[src/rtl/mem_port_arbiter.sv]
// Shares one single-port 64-bit memory between fetch (I) and load/store (D). D wins unless fetch has waited MAX_D_STREAK grants.
// Latency: load ack 2+MEM_LATENCY, store ack 2, misaligned fetch ack 1. Requesters hold req until ack; requests are sampled only in IDLE.
module mem_port_arbiter #(
  parameter int MEM_LATENCY  = 1,
  parameter int MAX_D_STREAK = 4
) (
  input  logic        iCLK,
  input  logic        iRST,
  input  logic        iIReq,
  input  logic [63:0] iIAddress,
  output logic [31:0] oIReadData,
  output logic        oIAck,
  output logic        oIFault,
  input  logic        iDReq,
  input  logic        iDWrite,
  input  logic [63:0] iDAddress,
  input  logic [63:0] iDWriteData,
  input  logic [7:0]  iDByteEnable,
  output logic [63:0] oDReadData,
  output logic        oDAck,
  output logic        oMemEnable,
  output logic        oMemWrite,
  output logic [63:0] oMemAddress,
  output logic [63:0] oMemWriteData,
  output logic [7:0]  oMemByteEnable,
  input  logic [63:0] iMemReadData,
  output logic        oBusyD
);
  localparam int         LAT_INT    = (MEM_LATENCY < 1) ? 1 : MEM_LATENCY;
  localparam logic [3:0] LAT        = 4'(LAT_INT);
  localparam logic [3:0] MAX_STREAK = 4'(MAX_D_STREAK);

  typedef enum logic [1:0] {IDLE, ISSUE, WAIT, DONE} stateT;

  typedef struct packed {
    logic        ownerD;
    logic        write;
    logic        fault;
    logic [63:0] addr;
    logic [63:0] wdata;
    logic [7:0]  be;
  } accessT;

  stateT       state, nextState;
  accessT      acc;
  logic [3:0]  streak;
  logic [3:0]  latCount;
  logic [63:0] readReg;
  logic        grantD, grantI, misaligned;

  assign misaligned = iIAddress[1:0] != 2'b00;
  assign grantD     = iDReq && (!iIReq || streak != MAX_STREAK);
  assign grantI     = iIReq && !grantD;

  always_ff @(posedge iCLK or posedge iRST) begin
    if (iRST) state <= IDLE;
    else      state <= nextState;
  end

  always_comb begin
    nextState  = state;
    oMemEnable = 1'b0;
    oMemWrite  = 1'b0;
    oIAck      = 1'b0;
    oIFault    = 1'b0;
    oIReadData = 32'h0;
    oDAck      = 1'b0;
    oDReadData = 64'h0;
    oBusyD     = acc.ownerD && (state != IDLE);
    case (state)
      IDLE: begin
        // A misaligned fetch is answered without touching memory.
        if (grantD || (grantI && !misaligned)) nextState = ISSUE;
        else if (grantI)                       nextState = DONE;
      end
      ISSUE: begin
        oMemEnable = 1'b1;
        oMemWrite  = acc.write;
        nextState  = acc.write ? DONE : WAIT;
      end
      WAIT: begin
        if (latCount == LAT) nextState = DONE;
      end
      DONE: begin
        nextState = IDLE;
        if (acc.ownerD) begin
          oDAck      = 1'b1;
          oDReadData = acc.write ? 64'h0 : readReg;
        end else begin
          oIAck      = 1'b1;
          oIFault    = acc.fault;
          oIReadData = acc.fault ? 32'h0 : (acc.addr[2] ? readReg[63:32] : readReg[31:0]);
        end
      end
      default: nextState = IDLE;
    endcase
  end

  always_ff @(posedge iCLK or posedge iRST) begin
    if (iRST) begin
      acc      <= '0;
      streak   <= 4'd0;
      latCount <= 4'd0;
      readReg  <= 64'h0;
    end else begin
      case (state)
        IDLE: begin
          if (grantD) begin
            acc <= '{ownerD: 1'b1, write: iDWrite, fault: 1'b0,
                     addr: iDAddress & ~64'h7,
                     wdata: iDWrite ? iDWriteData : 64'h0,
                     be: iDWrite ? iDByteEnable : 8'hFF};
            // Streak only grows while fetch is actually being held off.
            if (!iIReq)                    streak <= 4'd0;
            else if (streak != MAX_STREAK) streak <= streak + 4'd1;
          end else if (grantI) begin
            acc    <= '{ownerD: 1'b0, write: 1'b0, fault: misaligned,
                        addr: iIAddress, wdata: 64'h0, be: 8'hFF};
            streak <= 4'd0;
          end
        end
        ISSUE: latCount <= 4'd1;
        WAIT: begin
          latCount <= latCount + 4'd1;
          if (latCount == LAT) readReg <= iMemReadData;
        end
        default: ;
      endcase
    end
  end

  assign oMemAddress    = acc.addr;
  assign oMemWriteData  = acc.wdata;
  assign oMemByteEnable = acc.be;
endmodule

[config.mk]
export PLATFORM = sky130hd
export DESIGN_NAME = mem_port_arbiter
export DESIGN_NICKNAME = d
export VERILOG_FILES = /design/src/rtl/mem_port_arbiter.sv
export SDC_FILE = /design/constraint.sdc
export NUM_CORES = 1
export LEC_CHECK = 0
export ABC_AREA = 0
export CORE_AREA = 2 2 200 202
export DETAILED_ROUTE_END_ITERATION = 10
export DIE_AREA = 0 0 202 204
export HOLD_SLACK_MARGIN = 0.15
export REMOVE_ABC_BUFFERS = 1
export SYNTH_ARGS = -nofsm -noshare
export SYNTH_HDL_FRONTEND = slang
export SYNTH_SLANG_ARGS = --single-unit
[constraint.sdc]
create_clock -name iCLK -period 19 [get_ports iCLK]
set_input_delay 3.8 -clock iCLK [delete_from_list [all_inputs] [get_ports iCLK]]
set_output_delay 3.8 -clock iCLK [all_outputs]
set_load 0.03 [all_outputs]
# Word-level counts from Yosys, hierarchy flattened
# Cells that the tools add are included.
classes:
  n_eq_ne: 8
  n_addsub: 2
  n_mux: 29
  reduce_logical: 18
ops:
  columns: ["operator", "count"]
  rows:
  - ["$mux 139", 2]
  - ["$mux 64", 4]
  - ["$mux 32", 4]
  - ["$mux 4", 4]
  - ["$mux 1", 9]
  - ["$add 4x1->4 const B", 2]
  - ["$mux 8", 1]
  - ["$pmux 2 s4", 1]
  - ["$pmux 4 s2", 1]
  - ["$reduce_bool 2->1", 4]
  - ["$mux 2", 3]
  - ["$reduce_and 2->1", 3]
  - ["$eq 2x2->1 const B", 2]
  - ["$eq 4x1->1 const B", 1]
  - ["$logic_and 1x1->1", 4]
  - ["$ne 4x3->1 const B", 1]
  - ["$logic_not 1->1", 3]
  - ["$ne 3x2->1 const B", 1]
  - ["$ne 3x3->1 const B", 1]
  - ["$reduce_and 3->1", 1]
  - ["$eq 2x1->1 const B", 1]
  - ["$logic_not 2->1", 1]
  - ["$logic_or 1x1->1", 2]
  - ["$ne 2x2->1 const B", 1]
totals:
  wordCells: 67
  register_bits: 213

# Logic depth before layout (Yosys ltp)
# Gate-level depths: netlist of run 1.
depth:
  word_depth: 9
  depth_mapped: 8
  depth_no_buf: 5

# Worst setup path after synthesis of run 1
# OpenSTA, ideal clock, no wires.
synth_path:
  path_type: "register -> output"
  from: "reg state[0]"
  to: "out oIReadData[11]"
  setup_slack_ns: 13.279
  path_buffers: 1
  path_stages_with_launch: 6
  t_required_ns: 15.200
  arrival_ns: 1.921
  cell_sequence: "dfrtp_1 -> ha_1 -> nor2b_1 -> nand2b_1 -> buf_1 -> nor2_1"
synth_via:
  elab_chain_cells: 2
synth_rtl:
  columns: ["element", "line_no", "source"]
  rows:
  - ["start, declared", "44", "stateT state, nextState;"]
  - ["start signal, assigned", "57", "else state <= nextState;"]
  - ["$eq 2x2->1", "70", "case (state)"]
  - ["$mux 32", "70", null]
  - ["end, declared", "11", "output logic [31:0] oIReadData,"]
# Every way passes these cells.

# Worst setup path after layout of run 1
layout_path:
  from: "reg state[1]"
  to: "out oDReadData[41]"
layout_via:
  elab_chain_cells: 2
layout_rtl:
  columns: ["element", "line_no", "source"]
  rows:
  - ["$eq 2x2->1", "70", null]
  - ["$mux 64", "70", null]
  - ["end, declared", "19", "output logic [63:0] oDReadData,"]
# Every way passes these cells.

==> qor.yml, run 1 <==
routing:
  routed_wl_mm: 35.6
  drt-initial-drc-count: 393
  ant_nets: 0
  num_vias: 8791
  first_pass_iters: 4
  post-route-drc-count: 0
  viasPerCell: 4.65
  routedWlPerCell_um: 18.8
global_route:
  grt_use_total_pct: 16.6
  grt.overflow.total: 0
  grt_pass1_vias: 9042
  antenna_found_initial: 1
  grt_max_degree: 94
  grt_pass1_wl_mm: 53.7
clock_network:
  path_clk_slew_ns: 0.06
  clock-sinks: 213
  cts_max_level: 1
  clk_latency_ns: 0.55
  ctsResizeCount: 0
  numCtsBuffers: 27
  root_buffer: "clkbuf_16"
  cts_buffer_depth: 3
  cts_tree: "done"
  cts_setup_buffers: 0
  holdBufCountCts: 0
sta:
  rsz0062_at_grt: "false"
  fin_setup_tns_ns: 0
  finalCritPeriodShare_pct: 34.8
  fin_crit_ns: 6.62
  max_slew_margin_pct: 34.1
  maxSlewViolCount: 0
  timing.fmax_ghz: 0.151
  finalClockSkew_ns: 0.0291
  setup_viol: 0
  tightest_slew_ns: 0.988
  hold_viol_final: 0
worst_setup_path:
  critPathBufInv: 2
  r2r_slack_ns: 15.98
  critPathCapture: "oDReadData[41]"
  critical_path.max_fanout: 64
  cp_data_required_time_ns: 15.20
  crit_start: "state[1]"
  critPathLaunchType: "flip-flop"
  r2r-end: "streak[2]"
  r2r_cells: 7
  cpMostUsedCell: "and2_1"
  critPathKind: "flip-flop to primary output"
  path_delay_family: "buffers and inverters"
  crit_path_top_delay_cell: "clkdlybuf4s50_1"
  crit_path_end_kind: "primary output"
  worstSetupPathDepth: 6
  worst-endpoint-arrival_ns: 2.82
  crit_path_max_incr_delay_ns: 0.71
  path_cells: "ha_1 > and2_1 > nor2b_4 > buf_4 > and2_1 > clkdlybuf4s50_1"
  r2r-start: "state[0]"
finish:
  n_fill_cell: 3820
  final_common_cell: "clkdlybuf4s50_1"
  final_cell_mix: "clkdlybuf4s50_1 (502), dfrtp_1 (212), nand2_1 (136)"
  finalNetCount: 1623
  fin_cells: 1891
  utilization_pct: 40.9
  syn_to_final_growth_pct: 48.1
  drive_gt1_share_pct: 7.69
power_and_ir_drop:
  power_density_nw_per_um2: 176
  ir_worst_vdd_v: 0.0000658
  sw_frac_of_total_pct: 42.3
  power_switching_mw: 1.19
  pwr-share-comb_pct: 53.1
  clkPwrFrac_pct: 17.5
  cell_internal_pwr_mw: 1.62
  power_mw: 2.81
  seqPwrFrac_pct: 29.4
  p_leak_nw: 6.42
logic_synthesis:
  synth_warnings: 0
  yosysTopAreaCellShare_pct: 49.2
  yosys.area.top_type: "dfrtp_1"
  synth_area_per_cell_um2: 10.6
  netlist_top_cells_area: "dfrtp_1 (49%), buf_4 (9.6%), a22o_1 (5.3%)"
  synth-seq-cells: 213
  yosysSeqAreaShare_pct: 49.2
  postSynthCellCount: 1018
  syn_area_um2: 10800
  synthDistinctLibCells: 41
floorplanning:
  rows: 73
  core_um2: 39200
  die_h_um: 204
  ios: 507
  die_width_um: 202
  die-area_um2: 41200
  start_util_pct: 27.6
hold_path:
  hold_class: "flip-flop to flip-flop"
job:
  maxCapViolations: 0
placement:
  routabilityCongestion: 0.822
  dp_hpwl_mm: 24.8
  port_buffers: 503
  dp_cells: 1842
run_status:
  outcome: "completed"
[cell families after synthesis]
| kind of cell | Yosys count | synth area share [%] |
|---|---|---|
| XOR/XNOR | 1 | 0.0809 |
| AND/OR/NAND/NOR | 314 | 14.4 |
| AO/OA/AOI/OAI | 155 | 11.5 |
| adder cells (fa/ha/maj) | 8 | 0.925 |
| buffers and inverters | 228 | 13.9 |
| multiplexers | 99 | 9.91 |
| flip-flops | 213 | 49.2 |
[per-layer routing]
metal | vias to the layer above | routed length, um | track usage [%]
met2 | 395 | 16500 | 27.2
met3 | 68 | 3020 | 4.97
met1 | 4243 | 14800 | 20.3
li1 | 4085 | - | -
met4 | 0 | 1310 | 6.72
met5 | - | 0 | 0
[registers in the layout, indices dropped and copies added, names as in the netlist]
register	cells
oMemAddress	64
oMemWriteData	64
readReg	64
oMemByteEnable	8
latCount	4
streak	4
acc	3
state	2
[worst register-to-register path: stages (launching register included)]
cell and delay, ns:
dfrtp_1 0.41, inv_1 0.15, ha_2 0.20, buf_4 0.63
o21a_2 0.51, buf_4 0.61, mux2i_1 0.18, a41o_1 0.23
[metrics by stage]
| step | area (um^2) | hold WS [ns] | setup slack, ns |
|---|---|---|---|
| 2_1_floorplan | 9360 | 0.454 | 9.38 |
| 3_3_place_gp | 15200 | 0.475 | 12.83 |
| 3_5_place_dp | 15200 | 0.483 | 12.81 |
| 4_1_cts | 16000 | 0.495 | 12.32 |
| 5_1_grt | 16000 | 0.519 | 12.19 |
| 6_report | 16000 | 0.487 | 12.38 |
[cell usage after synthesis (all sizes together)]
cell / count
mux2i: 34
nand4: 63
mux2: 65
ha: 8
nor3: 1
nand4b: 1
dfrtp: 213
a32oi: 1
o31ai: 1
a221o: 1
xor2: 1
nand2: 136
o211ai: 61
buf: 190
nand3: 2
a2111oi: 1
o21ai: 8
nor2b: 5
a32o: 2
o21a: 1
clkbuf: 27
nor2: 34
or3b: 1
o2111ai: 1
and4: 1
nand2b: 1
inv: 11
o22a: 8
a41o: 1
a211oi: 1
and3: 1
o22ai: 3
a22o: 65
and2: 68
[cell type report]
class                      count  area [um^2]  share of cell area (%)
sequential                   213         5330                    33.3
tap                          525          657                    4.10
clock buffer                  43          786                    4.90
clock inverter                 5         60.1                   0.375
inverter                      11         48.8                   0.304
multi-input combinational    577         4020                    25.1
timing repair buffer         516         5130                    32.0
antenna                        1         2.50                  0.0156
[power groups by stage]
stage / registers, mW / clock network, mW / logic [mW]
3_5_place_dp: 0.833 / 0 / 1.51
2_1_floorplan: 1.09 / 0 / 0.587
3_3_place_gp: 0.823 / 0 / 1.49
6_report: 0.827 / 0.494 / 1.49
4_1_cts: 0.828 / 0.511 / 1.51
5_1_grt: 0.856 / 0.531 / 1.59
[how the worst min path moves through the flow]
stage	slack, ns	from	end	depth (start not counted)
after floorplan	0.45	acc[136]	acc[136]	2
after global placement	0.47	oMemAddress[0]	oMemAddress[0]	2
after detailed placement	0.48	oMemAddress[0]	oMemAddress[0]	2
after CTS	0.50	oMemAddress[0]	oMemAddress[0]	2
after global routing	0.52	oMemAddress[32]	oMemAddress[32]	2
final	0.49	oMemAddress[1]	oMemAddress[1]	2
(Power assumes the default switching activity.)
==> run 2: changes to the inputs <==
- CORE_AREA: 2 2 200 202 -> 2 2 195 197
- DIE_AREA: 0 0 202 204 -> 0 0 197 199
- clock period: 19 -> 6.2 ns (I/O delays scaled with it)
==> qor.yml, run 2 (synthesis gave the netlist of run 1 again) <==
run_status:
  outcome: "completed"  # unchanged
finish:
  utilization_pct: 42.9  # was 40.9%
  n_fill_cell: 3564  # was 3820
  multi_input_area_um2: 4020  # unchanged
  final_cell_mix: "clkdlybuf4s50_1 (502), dfrtp_1 (212), nand2_1 (136)"  # unchanged
  drive_gt1_share_pct: 7.43  # was 7.69%
  finalInstanceArea_um2: 15900  # was 16000 um^2
  final-seq-area_um2: 5330  # unchanged
  final_common_cell: "clkdlybuf4s50_1"  # unchanged
  finalNetCount: 1620  # was 1623
  syn_to_final_growth_pct: 47.0  # was 48.1%
routing:
  post-route-drc-count: 0  # unchanged
  first_pass_iters: 5  # was 4
  drt-initial-drc-count: 308  # was 393
  ant_nets: 0  # unchanged
  viasPerCell: 4.77  # was 4.65
  routed_wl_mm: 35.6  # about the same
  num_vias: 8763  # was 8791
  routedWlPerCell_um: 19.4  # was 18.8 um
power_and_ir_drop:
  p_leak_nw: 6.39  # was 6.42 nW
  ir_worst_vdd_v: 0.000247  # was 0.0000658 V
  power_switching_mw: 3.64  # was 1.19 mW
  pwr-share-comb_pct: 53.2  # was 53.1%
  power_density_nw_per_um2: 535  # was 176 nW/um^2
  power_mw: 8.52  # was 2.81 mW
  seqPwrFrac_pct: 30.1  # was 29.4%
  cell_internal_pwr_mw: 4.88  # was 1.62 mW
  sw_frac_of_total_pct: 42.7  # was 42.3%
  clkPwrFrac_pct: 16.7  # was 17.5%
placement:
  dpl_cell_area_um2: 15100  # was 15200 um^2
  port_buffers: 503  # unchanged
  dp_hpwl_mm: 24.8  # about the same
  routabilityCongestion: 0.750  # was 0.822
job:
  maxCapViolations: 0  # unchanged
worst_setup_path:
  cp_data_required_time_ns: 4.96  # was 15.20 ns
  critPathKind: "flip-flop to primary output"  # unchanged
  crit_path_max_incr_delay_ns: 0.69  # was 0.71 ns
  cpMostUsedCell: "and2_1"  # unchanged
  crit_path_end_kind: "primary output"  # unchanged
  crit_path_top_delay_cell: "clkdlybuf4s50_1"  # unchanged
  worst-endpoint-arrival_ns: 2.83  # was 2.82 ns
  critical_path.max_fanout: 64  # unchanged
  r2r_slack_ns: 3.00  # was 15.98 ns
  path_delay_family: "buffers and inverters"  # unchanged
  path_cells: "ha_1 > and2_1 > nor2b_4 > buf_4 > and2_1 > clkdlybuf4s50_1"  # unchanged
  critPathBufInv: 2  # unchanged
  critPathLaunchType: "flip-flop"  # unchanged
sta:
  finalClockSkew_ns: 0.0315  # was 0.0291 ns
  hold_viol_final: 0  # unchanged
  finalCritPeriodShare_pct: 65.6
  max_slew_margin_pct: 14.9  # was 34.1%
  setup_viol: 0  # unchanged
  rsz0062_at_grt: "false"  # unchanged
  timing.fmax_ghz: 0.246
  fin_setup_tns_ns: 0  # unchanged
  maxSlewViolCount: 0  # unchanged
  tightest_slew_ns: 1.28  # was 0.988 ns
  fin_crit_ns: 4.07
global_route:
  grt_max_degree: 137  # was 94
  antenna_found_initial: 4  # was 1
  grt_pass1_vias: 9056  # was 9042
  grt_use_total_pct: 17.5  # was 16.6%
  grt.overflow.total: 0  # unchanged
  grt_pass1_wl_mm: 54.0  # was 53.7 mm
clock_network:
  clk_latency_ns: 0.56  # was 0.55 ns
  cts_tree: "done"  # unchanged
  cts_setup_buffers: 0  # unchanged
  cts_max_level: 1  # unchanged
  holdBufCountCts: 0  # unchanged
  path_clk_slew_ns: 0.06  # about the same
  root_buffer: "clkbuf_16"  # unchanged
  cts_buffer_depth: 3  # unchanged
  numCtsBuffers: 26  # was 27
  clock-sinks: 213  # unchanged
  ctsResizeCount: 0  # unchanged
floorplanning:
  die-area_um2: 39200  # was 41200 um^2
  ios: 507  # unchanged
  core_um2: 37100  # was 39200 um^2
  die_h_um: 199  # was 204 um
  rows: 71  # was 73
  die_width_um: 197  # was 202 um
  start_util_pct: 29.2  # was 27.6%
hold_path:
  hold_class: "flip-flop to flip-flop"  # unchanged
run 2: changes by cell type in the layout (fill, tap and decap cells not counted), sizes merged:
| cell | before | now |
|---|---|---|
| clkinv | 1 | 5 |
| buf | 14 | 12 |
| inv | 13 | 11 |
| diode | 1 | 3 |
| bufinv | 1 | 0 |
| clkbuf | 43 | 38 |
run 2: layout make-up:
class	instances	area share, %
Clock buffer	38	4.56
Timing Repair Buffer	514	32.3
Tap cell	474	3.73
Multi-Input combinational cell	577	25.2
Antenna cell	3	0.0472
Clock inverter	6	0.362
Sequential cell	213	33.5
Inverter	11	0.307
run 2: power by group through the flow:
stage          clock, mW  combinational (mW)  sequential, mW
6_report            1.42                4.53            2.57
5_1_grt             1.53                4.84            2.67
4_1_cts             1.47                4.60            2.58
3_5_place_dp           0                4.58            2.59
3_3_place_gp           0                4.55            2.56
2_1_floorplan          0                1.80            3.35
run 2: worst reg2reg max path, delay by kind of cell (launching register included):
kind,cells,cell delay (ns)
AND/OR/NAND/NOR,1,0.15
adder cells (fa/ha/maj),1,0.20
flip-flops,1,0.41
AO/OA/AOI/OAI,2,1.07
buffers and inverters,3,1.26
run 2: final timing paths:
check | start | to | depth (start not counted)
max | state[0] | oDReadData[33] | 6
min | oMemAddress[26] | oMemAddress[26] | 2
max reg2reg | state[0] | oMemAddress[47] | 7
min reg2reg | oMemAddress[26] | oMemAddress[26] | 2
max in group asynchronous | iRST | oMemAddress[2] | 3
min in group asynchronous | iRST | oMemAddress[19] | 2
run 2: per-stage QoR:
step / setup slack, ns / cells / hold WS [ns]
floorplan: -0.863 / 801 / 0.454
global placement: 2.20 / 1789 / 0.469
detailed placement: 2.18 / 1789 / 0.484
CTS: 2.05 / 1833 / 0.497
global route: 1.94 / 1833 / 0.514
finish: 2.13 / 1836 / 0.493
run 2: metal layers:
layer / track usage, % / vias to the layer above / routed length (um)
met5: 0 / - / 16
met4: 4.71 / 2 / 718
met3: 5.95 / 45 / 3280
met2: 30.3 / 357 / 17400
met1: 20.8 / 4283 / 14200
li1: - / 4076 / -
==> run 3: changes to the inputs <==
- CORE_AREA: 2 2 195 197 -> 2 2 199 201
- DIE_AREA: 0 0 197 199 -> 0 0 201 203
- clock period: 6.2 -> 3.3 ns (I/O delays scaled with it)
==> qor.yml, run 3 (synthesis gave the netlist of run 1 again) <==
routing:
  ant_nets: 0  # unchanged
  first_pass_iters: 4  # was 5
  viasPerCell: 4.72  # was 4.77
  post-route-drc-count: 0  # unchanged
  routedWlPerCell_um: 20.4  # was 19.4 um
  num_vias: 8937  # was 8763
  drt-initial-drc-count: 374  # was 308
  routed_wl_mm: 38.7  # was 35.6 mm
global_route:
  grt_pass1_wl_mm: 57.5  # was 54.0 mm
  grtUsageMet3_pct: 5.06  # was 5.95%
  use_met2_pct: 30.1  # was 30.3%
  grt_pass1_vias: 9264  # was 9056
  antenna_found_initial: 0  # was 4
  grt_use_total_pct: 18.2  # was 17.5%
  grt_busiest_layer: "met2"  # unchanged
  use_met1_pct: 22.7  # was 20.8%
  grt_max_degree: 71  # was 137
  grt.overflow.total: 0  # unchanged
worst_setup_path:
  r2r-start: "state[0]"  # unchanged
  cp_data_required_time_ns: 2.64  # was 4.96 ns
  r2r-end: "readReg[15]"  # was oMemAddress[47]
  worst-endpoint-arrival_ns: 2.50  # was 2.83 ns
  crit_path_end_kind: "primary output"  # unchanged
  r2r_slack_ns: 0.92  # was 3.00 ns
  critPathKind: "flip-flop to primary output"  # unchanged
  critPathLaunchType: "flip-flop"  # unchanged
  r2r_cells: 6  # was 7
  critical_path.max_fanout: 32  # was 64
power_and_ir_drop:
  sw_frac_of_total_pct: 42.1  # was 42.7%
  power_density_nw_per_um2: 1000  # was 535 nW/um^2
  p_leak_nw: 7.83  # was 6.39 nW
  cell_internal_pwr_mw: 9.60  # was 4.88 mW
  ir_worst_vdd_v: 0.000555  # was 0.000247 V
  power_switching_mw: 6.98  # was 3.64 mW
  pwr-share-comb_pct: 53.0  # was 53.2%
  seqPwrFrac_pct: 29.0  # was 30.1%
  power_mw: 16.6  # was 8.52 mW
  clkPwrFrac_pct: 17.9  # was 16.7%
clock_network:
  cts_tree: "done"  # unchanged
  cts_max_level: 1  # unchanged
  numCtsBuffers: 25  # was 26
  path_clk_slew_ns: 0.06  # about the same
  clk_latency_ns: 0.55  # was 0.56 ns
  holdBufCountCts: 0  # unchanged
  root_buffer: "clkbuf_16"  # unchanged
  cts_buffer_depth: 3  # unchanged
  clock-sinks: 213  # unchanged
floorplanning:
  rows: 72  # was 71
  start_util_pct: 28.1  # was 29.2%
  die_h_um: 203  # was 199 um
  ios: 507  # unchanged
  die-area_um2: 40800  # was 39200 um^2
  die_width_um: 201  # was 197 um
  core_um2: 38500  # was 37100 um^2
sta:
  tightest_slew_ns: 0.748  # was 1.28 ns
  maxSlewViolCount: 0  # unchanged
  hold_viol_final: 0  # unchanged
  timing.fmax_ghz: 0.316
  fin_crit_ns: 3.16
  fin_ws_ns: 0.139  # was 2.13 ns
  finalCritPeriodShare_pct: 95.8
  max_slew_margin_pct: 50.1  # was 14.9%
  setup_viol: 0  # unchanged
  fin_setup_tns_ns: 0  # unchanged
  finalClockSkew_ns: 0.0169  # was 0.0315 ns
  rsz0062_at_grt: "false"  # unchanged
finish:
  diodes: 0  # was 3
  drive_gt1_share_pct: 9.01  # was 7.43%
  finalNetCount: 1640  # was 1620
  fin_cells: 1895  # was 1836
  final_common_cell: "clkdlybuf4s50_1"  # unchanged
  final-seq-area_um2: 5330  # unchanged
  n_fill_cell: 3743  # was 3564
  multi_input_area_um2: 4020  # unchanged
  final_cell_mix: "clkdlybuf4s50_1 (432), dfrtp_1 (212), nand2_1 (136)"  # was clkdlybuf4s50_1 (502), dfrtp_1 (212), nand2_1 (136)
  syn_to_final_growth_pct: 52.4  # was 47.0%
run_status:
  outcome: "completed"  # unchanged
hold_path:
  hold_path_depth: 2  # unchanged
  hold_class: "flip-flop to flip-flop"  # unchanged
  hold_start: "oMemAddress[40]"  # was oMemAddress[26]
  holdPathEnd: "oMemAddress[40]"  # was oMemAddress[26]
placement:
  dp_cells: 1853  # was 1789
  port_buffers: 503  # unchanged
  dp_slack_ns: 0.428  # was 2.18 ns
  routabilityCongestion: 0.868  # was 0.750
  dp_hpwl_mm: 27.7  # was 24.8 mm
job:
  maxCapViolations: 0  # unchanged
[run 3: changes by cell type in the layout (fill, tap and decap cells not counted), sizes merged, moves of 3 or more]
| cell | before | now |
|---|---|---|
| bufinv | 0 | 4 |
| dlymetal6s2s | 0 | 70 |
| clkinv | 5 | 1 |
| clkdlybuf4s50 | 502 | 432 |
| clkbuf | 38 | 34 |
| buf | 12 | 33 |
| diode | 3 | 0 |
[run 3: layout make-up]
type | count | share of cell area (%)
well taps | 518 | 3.93
clock buffers | 34 | 4.30
repair buffers | 535 | 33.9
flip-flops and latches | 213 | 32.3
inverters | 11 | 0.296
clock inverters | 7 | 0.925
multi-input cells | 577 | 24.3
[run 3: worst max-delay path by stage]
stage | from | endpoint | slack, ns | cells past startpoint
global placement | state[0] | oDReadData[43] | 0.41 | 6
global route | state[1] | oIReadData[3] | 0.003 | 6
detailed placement | state[0] | oDReadData[43] | 0.43 | 6
floorplan | iRST | acc[136] | -3.18 | 1
finish | state[1] | oIReadData[0] | 0.14 | 6
CTS | state[1] | oDReadData[19] | 0.01 | 7
[run 3: critical path, stage by stage, from the launching register on]
cell             delay [ns]
dfrtp_1                0.40
ha_1                   0.17
nor2b_1                0.20
nand2b_1               0.07
buf_4                  0.26
nor2_1                 0.16
clkdlybuf4s50_1        0.68
[run 3: routing by layer]
metal  part of all wire [%]  vias up
met5                      0        -
met4                    3.1        0
met3                    7.8       60
met2                     47      385
met1                     42     4384
li1                       -     4108
[run 3: power groups by stage]
stage | sequential, mW | combinational, mW | clock, mW
after floorplan | 6.29 | 3.38 | 0
after global placement | 4.82 | 8.81 | 0
after detailed placement | 4.84 | 8.87 | 0
after CTS | 4.82 | 8.92 | 3.06
after global routing | 5.01 | 9.32 | 3.16
final | 4.81 | 8.79 | 2.98
[run 3: what timing repair did]
item | CTS | global route
buffers inserted | 1 | 0
endpoints found under the setup margin | 60 | 70
gates resized for setup | 0 | 70
[run 3: stage by stage]
step                      hold slack, ns  cell area (um^2)  utilization, %
final                              0.497             16500            42.9
after CTS                          0.498             16300            42.4
after floorplan                    0.454              9360               -
after global placement             0.472             15400            40.2
after global routing               0.517             16500            42.9
after detailed placement           0.484             15400            40.2
